<file path="config.mk">
export PLATFORM = sky130hd
export DESIGN_NAME = timer_dev
export DESIGN_NICKNAME = d
export VERILOG_FILES = /design/src/rtl/timer_dev.sv
export SDC_FILE = /design/constraint.sdc
export NUM_CORES = 1
export LEC_CHECK = 0
export CAP_MARGIN = 10
export CORE_MARGIN = 1.5
export CORE_UTILIZATION = 48
export CTS_CLUSTER_DIAMETER = 80
export DETAILED_ROUTE_END_ITERATION = 10
export PLACE_DENSITY = 0.82
export SLEW_MARGIN = 20
export SYNTH_ARGS = -nofsm -noshare
export SYNTH_HDL_FRONTEND = slang
export SYNTH_SLANG_ARGS = --single-unit
</file>
<file path="constraint.sdc">
create_clock -name clk -period 2.4 [get_ports clk]
set_input_delay 0.48 -clock clk [delete_from_list [all_inputs] [get_ports clk]]
set_output_delay 0.48 -clock clk [all_outputs]
set_load 0.02 [all_outputs]
</file>
<file path="src/rtl/timer_dev.sv">
// timer_dev -- memory-mapped down-counting timer with interrupt request.
//
// Registers (word select on addr):
//   0 CTRL   : bit0 EN, bits[2:1] MODE, bit3 IM; upper bits read 0
//   1 PRESET : 32-bit reload value, read/write
//   2 COUNT  : current count, read-only
//   3 reserved, reads 0
//
// Ports:
//   clk  - system clock, all state changes on the rising edge
//   rst  - synchronous active-high reset
//   addr - register word select
//   we   - single-cycle write strobe
//   din  - write data
//   dout - combinational read data for the register selected by addr
//   irq  - interrupt request: IM and (in INT state or pending flag set)
//
// Build option: define TIMER_AUTORELOAD_EN to make MODE=01 reload the
// counter from PRESET after every expiry instead of stopping. Without it,
// MODE=01 behaves like MODE=00 (the MODE bits still read back as written).
module timer_dev (
  input  logic        clk,
  input  logic        rst,
  input  logic [1:0]  addr,
  input  logic        we,
  input  logic [31:0] din,
  output logic [31:0] dout,
  output logic        irq
);

  typedef enum logic [1:0] {
    IDLE = 2'd0,
    LOAD = 2'd1,
    CNT  = 2'd2,
    INT  = 2'd3
  } state_t;

  state_t      state_reg, state_next;
  logic        en_reg, en_next;
  logic [1:0]  mode_reg, mode_next;
  logic        im_reg, im_next;
  logic        sticky_reg, sticky_next;
  logic [31:0] preset_reg, preset_next;
  logic [31:0] count_reg, count_next;

  logic wr_ctrl, wr_preset;
  logic reload_mode;
  logic load_count, dec_count, expire_stop;

  assign wr_ctrl   = we && (addr == 2'd0);
  assign wr_preset = we && (addr == 2'd1);

`ifdef TIMER_AUTORELOAD_EN
  assign reload_mode = (mode_reg == 2'b01);
`else
  assign reload_mode = 1'b0;
`endif

  // State register
  always_ff @(posedge clk) begin
    if (rst) begin
      state_reg <= IDLE;
    end else begin
      state_reg <= state_next;
    end
  end

  // Next-state logic
  always_comb begin
    state_next = state_reg;
    case (state_reg)
      IDLE: if (en_reg) state_next = LOAD;
      LOAD: state_next = CNT;
      CNT: begin
        if (!en_reg)                state_next = IDLE;
        else if (count_reg == 32'd0) state_next = INT;
      end
      INT: state_next = reload_mode ? LOAD : IDLE;
      default: state_next = IDLE;
    endcase
  end

  // FSM outputs driving the datapath
  always_comb begin
    load_count  = (state_reg == LOAD);
    // Decrement only while enabled and above zero, so COUNT never wraps.
    dec_count   = (state_reg == CNT) && en_reg && (count_reg != 32'd0);
    // One-shot expiry: drop EN and latch the pending flag.
    expire_stop = (state_reg == INT) && !reload_mode;
  end

  // Register-file next values; bus writes are applied last so a CTRL write
  // in the INT cycle overrides the hardware EN clear and pending-flag set.
  always_comb begin
    en_next     = en_reg;
    mode_next   = mode_reg;
    im_next     = im_reg;
    sticky_next = sticky_reg;
    preset_next = preset_reg;
    count_next  = count_reg;

    if (load_count)     count_next = preset_reg;
    else if (dec_count) count_next = count_reg - 32'd1;

    if (expire_stop) begin
      en_next     = 1'b0;
      sticky_next = 1'b1;
    end

    if (wr_ctrl) begin
      en_next   = din[0];
      mode_next = din[2:1];
      im_next   = din[3];
    end
    if (wr_preset) preset_next = din;
    if (wr_ctrl || wr_preset) sticky_next = 1'b0;
  end

  always_ff @(posedge clk) begin
    if (rst) begin
      en_reg     <= 1'b0;
      mode_reg   <= 2'b00;
      im_reg     <= 1'b0;
      sticky_reg <= 1'b0;
      preset_reg <= 32'd0;
      count_reg  <= 32'd0;
    end else begin
      en_reg     <= en_next;
      mode_reg   <= mode_next;
      im_reg     <= im_next;
      sticky_reg <= sticky_next;
      preset_reg <= preset_next;
      count_reg  <= count_next;
    end
  end

  // Read mux
  always_comb begin
    dout = 32'd0;
    case (addr)
      2'd0:    dout = {28'd0, im_reg, mode_reg, en_reg};
      2'd1:    dout = preset_reg;
      2'd2:    dout = count_reg;
      default: dout = 32'd0;
    endcase
  end

  // Derived from registered state only; no path from din.
  assign irq = im_reg && ((state_reg == INT) || sticky_reg);

endmodule

</file>
==> results.py <==
metrics = {
    "outcome": {
        "outcome": "finished, final reports clean",
    },
    "worst_setup_path": {
        "cp_top_family": "simple AND/OR/NAND/NOR gates",
        "slowest_delay_ps": 590,
        "critPathRequiredTime_ps": 2680,
        "arrival_ps": 2620,
        "cp-end-kind": "register",
        "timing_worst_setup_path_type": "reg2reg",
        "critPathMaxFanout": 9,
        "crit_path_top_delay_cell": "or4_4",
        "worstSetupStartpointType": "register",
        "cpMostUsedCell": "or4_4",
        "critPathBufInv": 1,
        "path_cells": "or4_4 -> or4_4 -> o31ai_4 -> buf_12 -> o311ai_0 -> a21oi_1",
    },
    "timing": {
        "timing.slew.headroom_pct": 54.63,
        "setup_viol": 0,
        "post-route-min-period_ps": 2334,
        "finalHoldViolCount": 0,
        "min_period_over_period_pct": 97.27,
        "rsz0062_at_grt": "true",
        "maxSlewViolCount": 0,
        "fmax_mhz": 428.4,
        "clock_skew_ps": 8.351,
        "hold_ws_ps": 475.2,
        "worst_slew_pin_slew_ps": 680.6,
    },
    "synthesis": {
        "syn_inst": 477,
        "ys_seq_area_share_pct": 36.92,
        "synth_edf_count": 0,
        "ys_top_cells_by_area": "dfxtp_1, nand2_1, a22o_1",
        "ys_warn_count": 0,
        "ys_ff_latch": 71,
        "synthesis.nets": 515,
        "synth_ff_type": "dfxtp_1",
        "avgSynthCellArea_um2": 8.071,
        "ys_async_sr_fraction_pct": 0,
        "synth.distinct_cells": 66,
        "syn_area_mm2": 0.003850,
        "synth_top_area_share_pct": 36.92,
        "yosysTopAreaCell": "dfxtp_1",
    },
    "die": {
        "fp.dieW_um": 92.56,
        "io_pins": 70,
        "die_y_um": 92.56,
        "initial_core_util_pct": 49.82,
        "row_count": 32,
        "core_area_mm2": 0.007727,
        "die_area_mm2": 0.008567,
    },
    "route": {
        "first_pass_iters": 5,
        "wl_met2_mm": 5.342,
        "drt-vias-per-instance": 6.086,
        "first_iter_violations": 233,
        "drt-met1-wl_mm": 4.561,
        "wl_per_cell_um": 16.43,
        "antenna_left": 0,
        "drc": 0,
        "wl_met3_um": 731,
        "top_layer": "met4",
        "num_vias": 4035,
        "wl_mm": 10.89,
    },
    "clocking": {
        "clk_pin_slew_ps": 80,
        "clk_latency_ps": 350,
        "root_buffer": "clkbuf_8",
        "clock-sinks": 71,
        "htreeDepth": 3,
        "cts_tree": "done",
        "ctsHoldBuffers": 0,
        "cts_buffers": 9,
        "clockBufferDepth": 2,
    },
    "finish": {
        "fin_nets": 594,
        "design_area_mm2": 0.004921,
        "utilization_pct": 63.68,
        "nFillCells": 663,
        "drive_above_1_share_pct": 22.46,
        "area_growth_pct": 27.82,
        "finalNonFillerCells": 663,
        "diodes": 0,
    },
    "power": {
        "vdd_drop_max_mv": 0.2597,
        "powerDensity_mw_per_mm2": 528.6,
        "leakage_nw": 1.864,
    },
    "job": {
        "maxCapViolations": 0,
    },
    "global_route": {
        "grt_pass1_vias": 3740,
        "grt_pass1_wl_mm": 17.94,
        "antenna_found_initial": 0,
        "grt_max_degree": 37,
        "grt-ovfl-total": 0,
        "grt_use_total_pct": 26.07,
    },
    "hold_path": {
        "min_path_type": "reg2reg",
    },
    "placed_design": {
        "routabilityCongestion": 0.8815,
        "post_dp_cell_area_mm2": 0.004787,
        "hpwl_mm": 7.506,
        "port_buffers": 69,
        "placedCellCount": 645,
    },
}
-- timing repair --
action                                 in CTS  in global routing
buffers inserted                            0                  2
gates resized for setup                    49                 63
setup endpoints to repair                  32                 45
endpoints found under the hold margin       0                  0
pin swaps                                   0                  5
-- Yosys cell counts (2+ instances only) --
library cell  instances
o21ai_0              10
nand3_1              11
nor3b_1               2
a41o_1                2
or3_1                 5
clkbuf_8              3
buf_6                 3
nor4_1                2
or2_2                 7
nand2_1             102
nand2b_1              3
clkbuf_1             30
a31oi_1              20
or3_2                 7
and2_1                4
nand3b_1              3
nor4_2                2
o311ai_0              3
inv_1                 4
a2bb2oi_1             3
a21o_1                2
dfxtp_1              71
o41ai_1               2
or4_4                 4
a32oi_1               4
nor2b_1               9
a22o_1               27
nand4_1               8
mux2i_1               8
nor2_1               18
or4_1                 6
a21oi_1              45
a31o_2                2
nor3_1                6
o211ai_1              5
o311ai_1              4
-- layer usage --
layer	vias up	track usage [%]
met5	-	0
met4	0	11.41
met3	27	3.777
met2	181	44.79
met1	1902	32.23
li1	1925	-
-- worst paths after layout --
check                                     from        endpoint  slack (ps)  cells past startpoint
worst max register to register   count_reg[31]   count_reg[10]          70                      6
worst max-delay path             count_reg[31]   count_reg[10]          70                      6
worst min register to register  preset_reg[30]  preset_reg[30]         480                      2
worst min-delay path            preset_reg[30]  preset_reg[30]         480                      2
-- area by class of cell --
type                       count  area [um^2]  share of cell area (%)
multi-input combinational    363         2260                   45.92
tap                          102        127.6                   2.593
clock inverter                 3        65.06                   1.322
clock buffer                  13        158.9                   3.229
sequential                    71         1423                   28.91
inverter                       4        15.01                  0.3051
timing repair buffer         107        872.1                   17.72
-- worst register-to-register path, delay by kind of cell (launching register included) --
family,cells,cell delay [ps]
flops,1,350
compound gates,3,570
buf+inv,1,170
simple gates,2,1170
-- kinds of logic (layout without fill, tap and decap cells) --
family                     count (synthesis)  in the layout  share of synthesized area, %
and+or+nand+nor                          208            208                         27.85
muxes                                      9              9                         2.373
buffers and inverters                     43            127                         5.687
adders and majority gates                  1              1                        0.3249
AOI/OAI and AO/OA                        144            144                         26.62
DFF                                       71             71                         36.92
xor gates and xnor gates                   1              1                        0.2275
-- where the power goes --
| part | internal (mW) | switching (mW) |
|---|---|---|
| Clock | 0.642 | 0.442 |
| Sequential | 1.20 | 0.0206 |
| Combinational | 0.138 | 0.159 |
-- layout by cell type (no fill, tap or decap), types with 3 or more instances in the layout --
master,netlist,final
nand2_1,102,102
dfxtp_1,71,70
a21oi_1,45,45
clkdlybuf4s50_1,0,34
buf_4,1,34
clkbuf_2,0,30
a22o_1,27,27
a31oi_1,20,20
nor2_1,18,18
nand3_1,11,11
clkbuf_8,3,11
o21ai_0,10,10
mux2i_1,8,8
nand4_1,8,8
or3_2,7,7
or2_2,7,7
nor2b_1,9,6
nor3_1,6,6
or4_1,6,5
or4_4,4,5
or3_1,5,5
o211ai_1,5,5
inv_1,4,4
and2_1,4,4
a32oi_1,4,4
buf_12,0,4
nand3b_1,3,3
nand2b_1,3,3
o311ai_1,4,3
a2bb2oi_1,3,3
o311ai_0,3,3
-- metrics by stage --
step           setup TNS (ps)  setup WS [ps]  power [mW]
6_report                    0          65.51       2.601
3_3_place_gp            -7652         -259.6       1.533
2_1_floorplan               0          121.4       1.399
3_5_place_dp            -8939         -324.1       1.539
4_1_cts                -308.8         -30.14       2.604
5_1_grt                -191.8         -111.6       2.679
Note: power is estimated with default switching activity, not from simulation.
